[src/rtl/axis_bram_adapter_v1_0_sched_pkg.sv]
// Shared types and constants for the AXIS/BRAM adapter job scheduler.
package axis_bram_adapter_v1_0_sched_pkg;

    typedef enum logic [2:0] {
        ST_IDLE    = 3'd0,
        ST_ADP_RST = 3'd1,
        ST_LOAD    = 3'd2,
        ST_WR_RUN  = 3'd3,
        ST_RD_RUN  = 3'd4,
        ST_DONE    = 3'd5
    } state_t;

    // Number of cycles the adapter is held in reset before each job.
    localparam int ADP_RST_CYCLES = 2;

    // Grant / job-type encoding, shared with adp_rw and done_rw.
    localparam logic GNT_WR = 1'b1;
    localparam logic GNT_RD = 1'b0;

endpackage

[src/rtl/axis_bram_adapter_v1_0_sched_if.sv]
// Job request, stream gating and adapter control bundle of the scheduler.
interface axis_bram_adapter_v1_0_sched_if #(
    parameter int BRAM_DEPTH = 12
);
    logic                  wr_req_valid;
    logic                  wr_req_ready;
    logic [BRAM_DEPTH-1:0] wr_req_start;
    logic [BRAM_DEPTH-1:0] wr_req_bound;
    logic                  rd_req_valid;
    logic                  rd_req_ready;
    logic [BRAM_DEPTH-1:0] rd_req_start;
    logic [BRAM_DEPTH-1:0] rd_req_bound;
    logic                  s_axis_tvalid;
    logic                  s_axis_tready;
    logic                  m_axis_tready;
    logic                  m_axis_tvalid;
    logic                  adp_rstn;
    logic                  adp_rw;
    logic                  adp_addr_reload;
    logic [BRAM_DEPTH-1:0] adp_start_index;
    logic [BRAM_DEPTH-1:0] adp_bound_index;
    logic                  adp_stream_in_valid;
    logic                  adp_stream_in_accep;
    logic                  adp_stream_out_accep;
    logic                  adp_stream_out_valid;
    logic                  adp_stream_out_tlast;
    logic                  busy;
    logic                  done;
    logic                  done_rw;
    logic                  err;

    // Scheduler side.
    modport master (
        input  wr_req_valid, wr_req_start, wr_req_bound,
        input  rd_req_valid, rd_req_start, rd_req_bound,
        input  s_axis_tvalid, m_axis_tready,
        input  adp_stream_in_accep, adp_stream_out_valid, adp_stream_out_tlast,
        output wr_req_ready, rd_req_ready, s_axis_tready, m_axis_tvalid,
        output adp_rstn, adp_rw, adp_addr_reload, adp_start_index, adp_bound_index,
        output adp_stream_in_valid, adp_stream_out_accep,
        output busy, done, done_rw, err
    );

    // Requester / stream / adapter side.
    modport slave (
        output wr_req_valid, wr_req_start, wr_req_bound,
        output rd_req_valid, rd_req_start, rd_req_bound,
        output s_axis_tvalid, m_axis_tready,
        output adp_stream_in_accep, adp_stream_out_valid, adp_stream_out_tlast,
        input  wr_req_ready, rd_req_ready, s_axis_tready, m_axis_tvalid,
        input  adp_rstn, adp_rw, adp_addr_reload, adp_start_index, adp_bound_index,
        input  adp_stream_in_valid, adp_stream_out_accep,
        input  busy, done, done_rw, err
    );

endinterface

[src/rtl/axis_bram_adapter_v1_0_rr_arb.sv]
// Two-requester round-robin arbiter; a tie goes to the channel not served last.
module axis_bram_adapter_v1_0_rr_arb
    import axis_bram_adapter_v1_0_sched_pkg::*;
(
    input  logic clk,
    input  logic rst,
    input  logic en,
    input  logic req_wr,
    input  logic req_rd,
    input  logic upd,
    input  logic upd_gnt,
    output logic gnt_vld,
    output logic gnt
);
    logic last_grant;

    // Remember the type of the last completed job; reset favours write first.
    always_ff @(posedge clk) begin
        if (rst)      last_grant <= GNT_RD;
        else if (upd) last_grant <= upd_gnt;
    end

    assign gnt_vld = en & (req_wr | req_rd);
    assign gnt     = (req_wr & req_rd) ? ~last_grant : req_wr;

endmodule

[src/rtl/axis_bram_adapter_v1_0_sched.sv]
// Job scheduler: arbitrates write/read jobs, sequences the adapter through
// reset/reload, gates the stream handshakes and reports completion.
module axis_bram_adapter_v1_0_sched
    import axis_bram_adapter_v1_0_sched_pkg::*;
#(
    parameter int BRAM_DEPTH         = 12,
    parameter int BRAM_WIDTH_IN_WORD = 36,
    parameter int CNT_W              = 6
) (
    input  logic clk,
    input  logic rst,
    axis_bram_adapter_v1_0_sched_if.master bus
);
    localparam logic [CNT_W-1:0] LAST_WORD = CNT_W'(BRAM_WIDTH_IN_WORD - 1);

    state_t                state;
    logic                  rst_cnt;
    logic [CNT_W-1:0]      word_cnt;
    logic [BRAM_DEPTH:0]   row_cnt;
    logic                  adp_rw_q, done_q, done_rw_q, err_q;
    logic [BRAM_DEPTH-1:0] start_q, bound_q, span;
    logic [BRAM_DEPTH-1:0] req_start, req_bound;
    logic                  arb_vld, arb_gnt;
    logic                  in_wr, in_rd, wr_beat, rd_last;

    axis_bram_adapter_v1_0_rr_arb u_arb (
        .clk     (clk),
        .rst     (rst),
        .en      (~rst & (state == ST_IDLE)),
        .req_wr  (bus.wr_req_valid),
        .req_rd  (bus.rd_req_valid),
        .upd     (state == ST_DONE),
        .upd_gnt (adp_rw_q),
        .gnt_vld (arb_vld),
        .gnt     (arb_gnt)
    );

    assign req_start = (arb_gnt == GNT_WR) ? bus.wr_req_start : bus.rd_req_start;
    assign req_bound = (arb_gnt == GNT_WR) ? bus.wr_req_bound : bus.rd_req_bound;
    assign span      = bound_q - start_q;

    assign in_wr   = (state == ST_WR_RUN);
    assign in_rd   = (state == ST_RD_RUN);
    assign wr_beat = in_wr & bus.s_axis_tvalid & bus.adp_stream_in_accep;
    assign rd_last = in_rd & bus.adp_stream_out_tlast & bus.adp_stream_out_valid
                     & bus.m_axis_tready;

    assign bus.wr_req_ready         = arb_vld & (arb_gnt == GNT_WR);
    assign bus.rd_req_ready         = arb_vld & (arb_gnt == GNT_RD);
    assign bus.s_axis_tready        = in_wr & bus.adp_stream_in_accep;
    assign bus.adp_stream_in_valid  = in_wr & bus.s_axis_tvalid;
    assign bus.m_axis_tvalid        = in_rd & bus.adp_stream_out_valid;
    assign bus.adp_stream_out_accep = in_rd & bus.m_axis_tready;
    // Adapter sits in reset with the scheduler and during the pre-job window.
    assign bus.adp_rstn             = ~rst & (state != ST_ADP_RST);
    assign bus.adp_addr_reload      = (state == ST_LOAD);
    assign bus.adp_rw               = adp_rw_q;
    assign bus.adp_start_index      = start_q;
    assign bus.adp_bound_index      = bound_q;
    assign bus.busy                 = (state != ST_IDLE);
    assign bus.done                 = done_q;
    assign bus.done_rw              = done_rw_q;
    assign bus.err                  = err_q;

    // Job sequencer with registered pulses and job descriptor.
    always_ff @(posedge clk) begin
        if (rst) begin
            state     <= ST_IDLE;
            rst_cnt   <= 1'b0;
            word_cnt  <= '0;
            row_cnt   <= '0;
            adp_rw_q  <= GNT_WR;
            start_q   <= '0;
            bound_q   <= '0;
            done_q    <= 1'b0;
            done_rw_q <= 1'b0;
            err_q     <= 1'b0;
        end else begin
            done_q <= 1'b0;
            err_q  <= 1'b0;
            case (state)
                ST_IDLE: if (arb_vld) begin
                    adp_rw_q <= arb_gnt;
                    start_q  <= req_start;
                    bound_q  <= req_bound;
                    if (req_bound < req_start) begin
                        err_q     <= 1'b1;
                        done_rw_q <= arb_gnt;
                    end else begin
                        rst_cnt <= 1'b0;
                        state   <= ST_ADP_RST;
                    end
                end
                ST_ADP_RST: begin
                    if (rst_cnt == 1'(ADP_RST_CYCLES - 1)) state <= ST_LOAD;
                    rst_cnt <= rst_cnt + 1'b1;
                end
                ST_LOAD: begin
                    word_cnt <= '0;
                    row_cnt  <= '0;
                    state    <= (adp_rw_q == GNT_WR) ? ST_WR_RUN : ST_RD_RUN;
                end
                ST_WR_RUN: if (wr_beat) begin
                    if (word_cnt == LAST_WORD) begin
                        word_cnt <= '0;
                        if (row_cnt == {1'b0, span}) begin
                            done_q    <= 1'b1;
                            done_rw_q <= adp_rw_q;
                            state     <= ST_DONE;
                        end else begin
                            row_cnt <= row_cnt + 1'b1;
                        end
                    end else begin
                        word_cnt <= word_cnt + 1'b1;
                    end
                end
                ST_RD_RUN: if (rd_last) begin
                    done_q    <= 1'b1;
                    done_rw_q <= adp_rw_q;
                    state     <= ST_DONE;
                end
                ST_DONE: state <= ST_IDLE;
                default: state <= ST_IDLE;
            endcase
        end
    end

endmodule

[src/flat_wrapper.sv]
// flat-port wrapper written by rule: the top's interface ports become plain ports
module axis_bram_adapter_v1_0_sched_flat import axis_bram_adapter_v1_0_sched_pkg::*;
#(
    parameter int BRAM_DEPTH         = 12,
    parameter int BRAM_WIDTH_IN_WORD = 36,
    parameter int CNT_W              = 6
)
  (clk, rst, bus_wr_req_valid, bus_wr_req_start, bus_wr_req_bound, bus_rd_req_valid, bus_rd_req_start, bus_rd_req_bound, bus_s_axis_tvalid, bus_m_axis_tready, bus_adp_stream_in_accep, bus_adp_stream_out_valid, bus_adp_stream_out_tlast, bus_wr_req_ready, bus_rd_req_ready, bus_s_axis_tready, bus_m_axis_tvalid, bus_adp_rstn, bus_adp_rw, bus_adp_addr_reload, bus_adp_start_index, bus_adp_bound_index, bus_adp_stream_in_valid, bus_adp_stream_out_accep, bus_busy, bus_done, bus_done_rw, bus_err);
  axis_bram_adapter_v1_0_sched_if #(.BRAM_DEPTH(BRAM_DEPTH)) bus_i ();
  input  logic clk;
  input  logic rst;
  input wire logic [$bits(bus_i.wr_req_valid)-1:0] bus_wr_req_valid;
  input wire logic [$bits(bus_i.wr_req_start)-1:0] bus_wr_req_start;
  input wire logic [$bits(bus_i.wr_req_bound)-1:0] bus_wr_req_bound;
  input wire logic [$bits(bus_i.rd_req_valid)-1:0] bus_rd_req_valid;
  input wire logic [$bits(bus_i.rd_req_start)-1:0] bus_rd_req_start;
  input wire logic [$bits(bus_i.rd_req_bound)-1:0] bus_rd_req_bound;
  input wire logic [$bits(bus_i.s_axis_tvalid)-1:0] bus_s_axis_tvalid;
  input wire logic [$bits(bus_i.m_axis_tready)-1:0] bus_m_axis_tready;
  input wire logic [$bits(bus_i.adp_stream_in_accep)-1:0] bus_adp_stream_in_accep;
  input wire logic [$bits(bus_i.adp_stream_out_valid)-1:0] bus_adp_stream_out_valid;
  input wire logic [$bits(bus_i.adp_stream_out_tlast)-1:0] bus_adp_stream_out_tlast;
  output wire logic [$bits(bus_i.wr_req_ready)-1:0] bus_wr_req_ready;
  output wire logic [$bits(bus_i.rd_req_ready)-1:0] bus_rd_req_ready;
  output wire logic [$bits(bus_i.s_axis_tready)-1:0] bus_s_axis_tready;
  output wire logic [$bits(bus_i.m_axis_tvalid)-1:0] bus_m_axis_tvalid;
  output wire logic [$bits(bus_i.adp_rstn)-1:0] bus_adp_rstn;
  output wire logic [$bits(bus_i.adp_rw)-1:0] bus_adp_rw;
  output wire logic [$bits(bus_i.adp_addr_reload)-1:0] bus_adp_addr_reload;
  output wire logic [$bits(bus_i.adp_start_index)-1:0] bus_adp_start_index;
  output wire logic [$bits(bus_i.adp_bound_index)-1:0] bus_adp_bound_index;
  output wire logic [$bits(bus_i.adp_stream_in_valid)-1:0] bus_adp_stream_in_valid;
  output wire logic [$bits(bus_i.adp_stream_out_accep)-1:0] bus_adp_stream_out_accep;
  output wire logic [$bits(bus_i.busy)-1:0] bus_busy;
  output wire logic [$bits(bus_i.done)-1:0] bus_done;
  output wire logic [$bits(bus_i.done_rw)-1:0] bus_done_rw;
  output wire logic [$bits(bus_i.err)-1:0] bus_err;
  assign bus_i.wr_req_valid = bus_wr_req_valid;
  assign bus_i.wr_req_start = bus_wr_req_start;
  assign bus_i.wr_req_bound = bus_wr_req_bound;
  assign bus_i.rd_req_valid = bus_rd_req_valid;
  assign bus_i.rd_req_start = bus_rd_req_start;
  assign bus_i.rd_req_bound = bus_rd_req_bound;
  assign bus_i.s_axis_tvalid = bus_s_axis_tvalid;
  assign bus_i.m_axis_tready = bus_m_axis_tready;
  assign bus_i.adp_stream_in_accep = bus_adp_stream_in_accep;
  assign bus_i.adp_stream_out_valid = bus_adp_stream_out_valid;
  assign bus_i.adp_stream_out_tlast = bus_adp_stream_out_tlast;
  assign bus_wr_req_ready = bus_i.wr_req_ready;
  assign bus_rd_req_ready = bus_i.rd_req_ready;
  assign bus_s_axis_tready = bus_i.s_axis_tready;
  assign bus_m_axis_tvalid = bus_i.m_axis_tvalid;
  assign bus_adp_rstn = bus_i.adp_rstn;
  assign bus_adp_rw = bus_i.adp_rw;
  assign bus_adp_addr_reload = bus_i.adp_addr_reload;
  assign bus_adp_start_index = bus_i.adp_start_index;
  assign bus_adp_bound_index = bus_i.adp_bound_index;
  assign bus_adp_stream_in_valid = bus_i.adp_stream_in_valid;
  assign bus_adp_stream_out_accep = bus_i.adp_stream_out_accep;
  assign bus_busy = bus_i.busy;
  assign bus_done = bus_i.done;
  assign bus_done_rw = bus_i.done_rw;
  assign bus_err = bus_i.err;
  axis_bram_adapter_v1_0_sched #(.BRAM_DEPTH(BRAM_DEPTH), .BRAM_WIDTH_IN_WORD(BRAM_WIDTH_IN_WORD), .CNT_W(CNT_W)) u_core (.clk(clk), .rst(rst), .bus(bus_i));
endmodule
[config.mk]
export PLATFORM = sky130hd
export DESIGN_NAME = axis_bram_adapter_v1_0_sched_flat
export DESIGN_NICKNAME = d
export VERILOG_FILES = /design/src/rtl/axis_bram_adapter_v1_0_sched_pkg.sv /design/src/rtl/axis_bram_adapter_v1_0_sched_if.sv /design/src/rtl/axis_bram_adapter_v1_0_rr_arb.sv /design/src/rtl/axis_bram_adapter_v1_0_sched.sv /design/src/flat_wrapper.sv
export SDC_FILE = /design/constraint.sdc
export NUM_CORES = 1
export LEC_CHECK = 0
export ABC_AREA = 1
export CORE_ASPECT_RATIO = 0.75
export CORE_MARGIN = 5
export CORE_UTILIZATION = 40
export DETAILED_ROUTE_END_ITERATION = 10
export GPL_ROUTABILITY_DRIVEN = 0
export GPL_TIMING_DRIVEN = 0
export PLACE_DENSITY = 0.67
export SETUP_SLACK_MARGIN = 0.1
export SYNTH_ARGS = -nofsm -noshare
export SYNTH_HDL_FRONTEND = slang
export SYNTH_HIERARCHICAL = 1
export SYNTH_SLANG_ARGS = --single-unit
export TNS_END_PERCENT = 50
[constraint.sdc]
create_clock -name clk -period 5.4 [get_ports clk]
set_input_delay 1.08 -clock clk [delete_from_list [all_inputs] [get_ports clk]]
set_output_delay 1.08 -clock clk [all_outputs]
set_load 0.02 [all_outputs]
==> flow_summary.json <==
{
  "area_growth_syn_to_layout_pct": 31.9,
  "ctsResizeCount": 0,
  "worst_ep_arrival_time_ps": 3270,
  "total_clock_buffers_created_by_cts": 5,
  "slew_worst_pin_ps": 780,
  "globalRoute.totalOverflow": 0,
  "setup_total_negative_slack_ps": 0,
  "postSynthNetCount": 712,
  "placement_rows": 31,
  "dieWidth_um": 124,
  "place_inst": 855,
  "hold_path_end": "u_core/bus.adp_start_index[6]$_SDFFE_PP0P_",
  "yosys_register_bits": 52,
  "diodes": 0,
  "irDropWorstVdd_mv": 0.193,
  "worstSetupStartpointType": "input pin",
  "vias_in_the_first_global_route": 4205,
  "setup.worst_path.class": "in2out",
  "drt_drc_violations_left": 0,
  "critical_path_required_ps": 4320,
  "postPlaceCellArea_um2": 4990,
  "die_area_um2": 11800,
  "yosysTopAreaCellShare": 0.267,
  "fraction_of_final_layout_cells_sized_beyond_drive_strength_1": 0.0479,
  "clkLatencyLatePin_ps": 300,
  "syn_area_um2": 3900,
  "hold-path-cell-count": 2,
  "first_iter_violations": 277,
  "status": "complete, no violations",
  "worst_hold_startpoint": "u_core/bus.adp_start_index[6]$_SDFFE_PP0P_",
  "clock_tree_from_tritoncts": "done",
  "synth_top_flop_cell": "sky130_fd_sc_hd__dfxtp_1",
  "place.detailed.hpwl_mm": 10.0,
  "ys_warn_count": 6,
  "slew_violations": 0,
  "clock_tree.htree_level_count": 2,
  "antenna_left": 0,
  "netlist-cell-type-count": 38,
  "synth.largest_area_cell": "sky130_fd_sc_hd__dfxtp_1",
  "final_cell_count_no_fill": 862,
  "timing.rr.start": "u_core/u_arb/last_grant$_SDFFE_PP0P_",
  "final.period_utilization": 0.805,
  "grt_antenna_before_repair": 0,
  "timing.critical_path.fanout_max": 10,
  "number_of_hold_buffers_added_after_cts": 0,
  "skew_ps": 5.14,
  "vias": 4304,
  "rr_endpoint": "u_core/state[0]$_SDFFE_PP0P_",
  "postLayoutCellArea_um2": 5140,
  "power.leakage_nw": 2.38,
  "route.detailed.wl_per_inst_um": 14.0,
  "ys_async_sr_fraction": 0,
  "starting_density_of_the_core": 0.407,
  "report.final.setup_viol": 0,
  "numClockSinks": 52,
  "yosys-top-cells-area": "sky130_fd_sc_hd__dfxtp_1 27%, sky130_fd_sc_hd__nand2_1 21%, sky130_fd_sc_hd__inv_1 8.4%",
  "reg2reg_slack_ps": 2220,
  "port-buffer-count": 93,
  "global_route_wire_length_before_repair_mm": 20.1,
  "report.final.hold_viol_count": 0,
  "clk_root_buffer_cell": "sky130_fd_sc_hd__clkbuf_16",
  "io_pins": 94,
  "fp.dieH_um": 95.5,
  "timing.critical_path.to_type": "primary output",
  "timing.max_slew.rel_slack": 0.480,
  "detailedRoute.firstPassIterationCount": 5,
  "layout.nets": 812,
  "part_of_the_yosys_area_used_for_sequential_elements": 0.267,
  "drt-vias-per-instance": 4.99,
  "hold_class": "reg2reg",
  "pre_cts_ws_ps": 936,
  "grt_util_all_layers": 0.217,
  "clockBufferDepth": 2,
  "grt_start_max_net_pins": 16,
  "post_synth.cell_area_avg_um2": 6.19,
  "route.final.wire_length_mm": 12.1,
  "worstRegToRegCells": 14,
  "fin_ws_ps": 1050,
  "fp.coreArea_um2": 9580,
  "cts.reportedPaths.clkPinSlew_ps": 70,
  "syn-instance-count": 630,
  "rsz0062_at_grt": "false",
  "peak_freq_mhz": 230,
  "synth_enable_flop_cells": 0,
  "power_per_cell_area_nw_per_um2": 425,
  "fin_crit_ps": 4350,
  "cap_viol_max_count": 0,
  "cts_setup_buffers": 0
}
[final cells by class]
cell class              count  area, µm²
well taps                 132        165
fillers                  1020       4440
plain buffers              16       76.3
multi-input cells         470       2430
clock buffers               6        139
clock inverters             1       8.76
inverters                  92        347
repair buffers             93        931
flip-flops and latches     52       1040
[registers in the layout, summed over array words and instances, names as in the netlist]
name	flops
u_core/word_cnt	6
u_core/u_arb/last_grant	1
u_core/state	3
u_core/bus.adp_rw	1
u_core/rst_cnt	1
u_core/bus.err	1
u_core/row_cnt	13
u_core/bus.done	1
u_core/bus.done_rw	1
u_core/bus.adp_start_index	12
u_core/bus.adp_bound_index	12
[metrics by stage]
stage                      util  power [W]  hold slack [ps]
after floorplan               -    0.00144              444
after global placement    0.521    0.00181              456
after detailed placement  0.521    0.00184              462
after CTS                 0.537    0.00218              480
after global routing      0.537    0.00240              503
final                     0.537    0.00218              474
[critical path, cell delays in order]
cell and delay [ps]:
sky130_fd_sc_hd__clkdlybuf4s50_1 580, sky130_fd_sc_hd__clkbuf_1 630, sky130_fd_sc_hd__nor2_1 110, sky130_fd_sc_hd__o21a_1 170, sky130_fd_sc_hd__inv_1 90, sky130_fd_sc_hd__nor2_1 50
sky130_fd_sc_hd__clkdlybuf4s50_1 560
[where the power goes]
group	internal, W	switching [W]
Combinational	0.000500	0.000826
Clock	0.000183	0.000146
Sequential	0.000460	0.0000691
[metal layers]
metal	wire [µm]	vias to the layer above	track usage
met5	0	-	0
met4	131	0	0.0410
met3	876	12	0.0587
met2	5110	120	0.333
met1	5970	1976	0.305
li1	-	2196	-
[worst max-delay path by stage]
stage                startpoint                            to  slack [ps]  depth (start not counted)
6_report                    rst              bus_rd_req_ready        1050                          7
5_1_grt        bus_wr_req_valid              bus_wr_req_ready         950                          7
4_1_cts                     rst              bus_rd_req_ready        1080                          7
3_5_place_dp   bus_wr_req_valid  u_core/state[0]$_SDFFE_PP0P_         940                         16
3_3_place_gp   bus_wr_req_valid  u_core/state[1]$_SDFFE_PP0P_        1000                         16
2_1_floorplan  bus_wr_req_valid  u_core/state[1]$_SDFFE_PP0P_        2130                         15
[kinds of logic after synthesis]
kind of cell,synth area share
flip-flops,0.267
buffers and inverters,0.109
multiplexers,0.0283
AND/OR/NAND/NOR,0.369
XOR/XNOR,0.0315
AO/OA/AOI/OAI,0.113
adder cells (fa/ha/maj),0.0822
[Yosys cell counts, drive strengths merged (4+ instances only)]
master  instances
a21oi          59
nand2         222
clkbuf         12
mux2i          11
ha             24
o21ai          14
xnor2           4
nand4           5
xor2           10
dfxtp          52
nand3          42
nor3            6
inv            90
buf             4
nor2           55
[cells in the final DEF (no fill, tap or decap), types with 2 or more instances in the layout]
cell type,instances
sky130_fd_sc_hd__nand2_1,214
sky130_fd_sc_hd__clkdlybuf4s50_1,93
sky130_fd_sc_hd__inv_1,87
sky130_fd_sc_hd__a21oi_1,55
sky130_fd_sc_hd__dfxtp_1,52
sky130_fd_sc_hd__nor2_1,51
sky130_fd_sc_hd__nand3_1,40
sky130_fd_sc_hd__ha_1,24
sky130_fd_sc_hd__o21ai_0,14
sky130_fd_sc_hd__clkbuf_1,12
sky130_fd_sc_hd__mux2i_1,11
sky130_fd_sc_hd__xor2_1,10
sky130_fd_sc_hd__clkbuf_16,5
sky130_fd_sc_hd__nor3_1,5
sky130_fd_sc_hd__nand2_2,5
sky130_fd_sc_hd__nand4_1,5
sky130_fd_sc_hd__nor2_2,4
sky130_fd_sc_hd__xnor2_1,4
sky130_fd_sc_hd__a21oi_2,4
sky130_fd_sc_hd__inv_2,3
sky130_fd_sc_hd__nand2_4,3
sky130_fd_sc_hd__nand3_2,2
sky130_fd_sc_hd__nand3b_1,2
sky130_fd_sc_hd__buf_6,2
sky130_fd_sc_hd__and3_1,2
sky130_fd_sc_hd__a211oi_1,2
sky130_fd_sc_hd__o21bai_1,2
sky130_fd_sc_hd__o211ai_1,2
sky130_fd_sc_hd__nor4_1,2
Power figures use the tool's default switching activity.
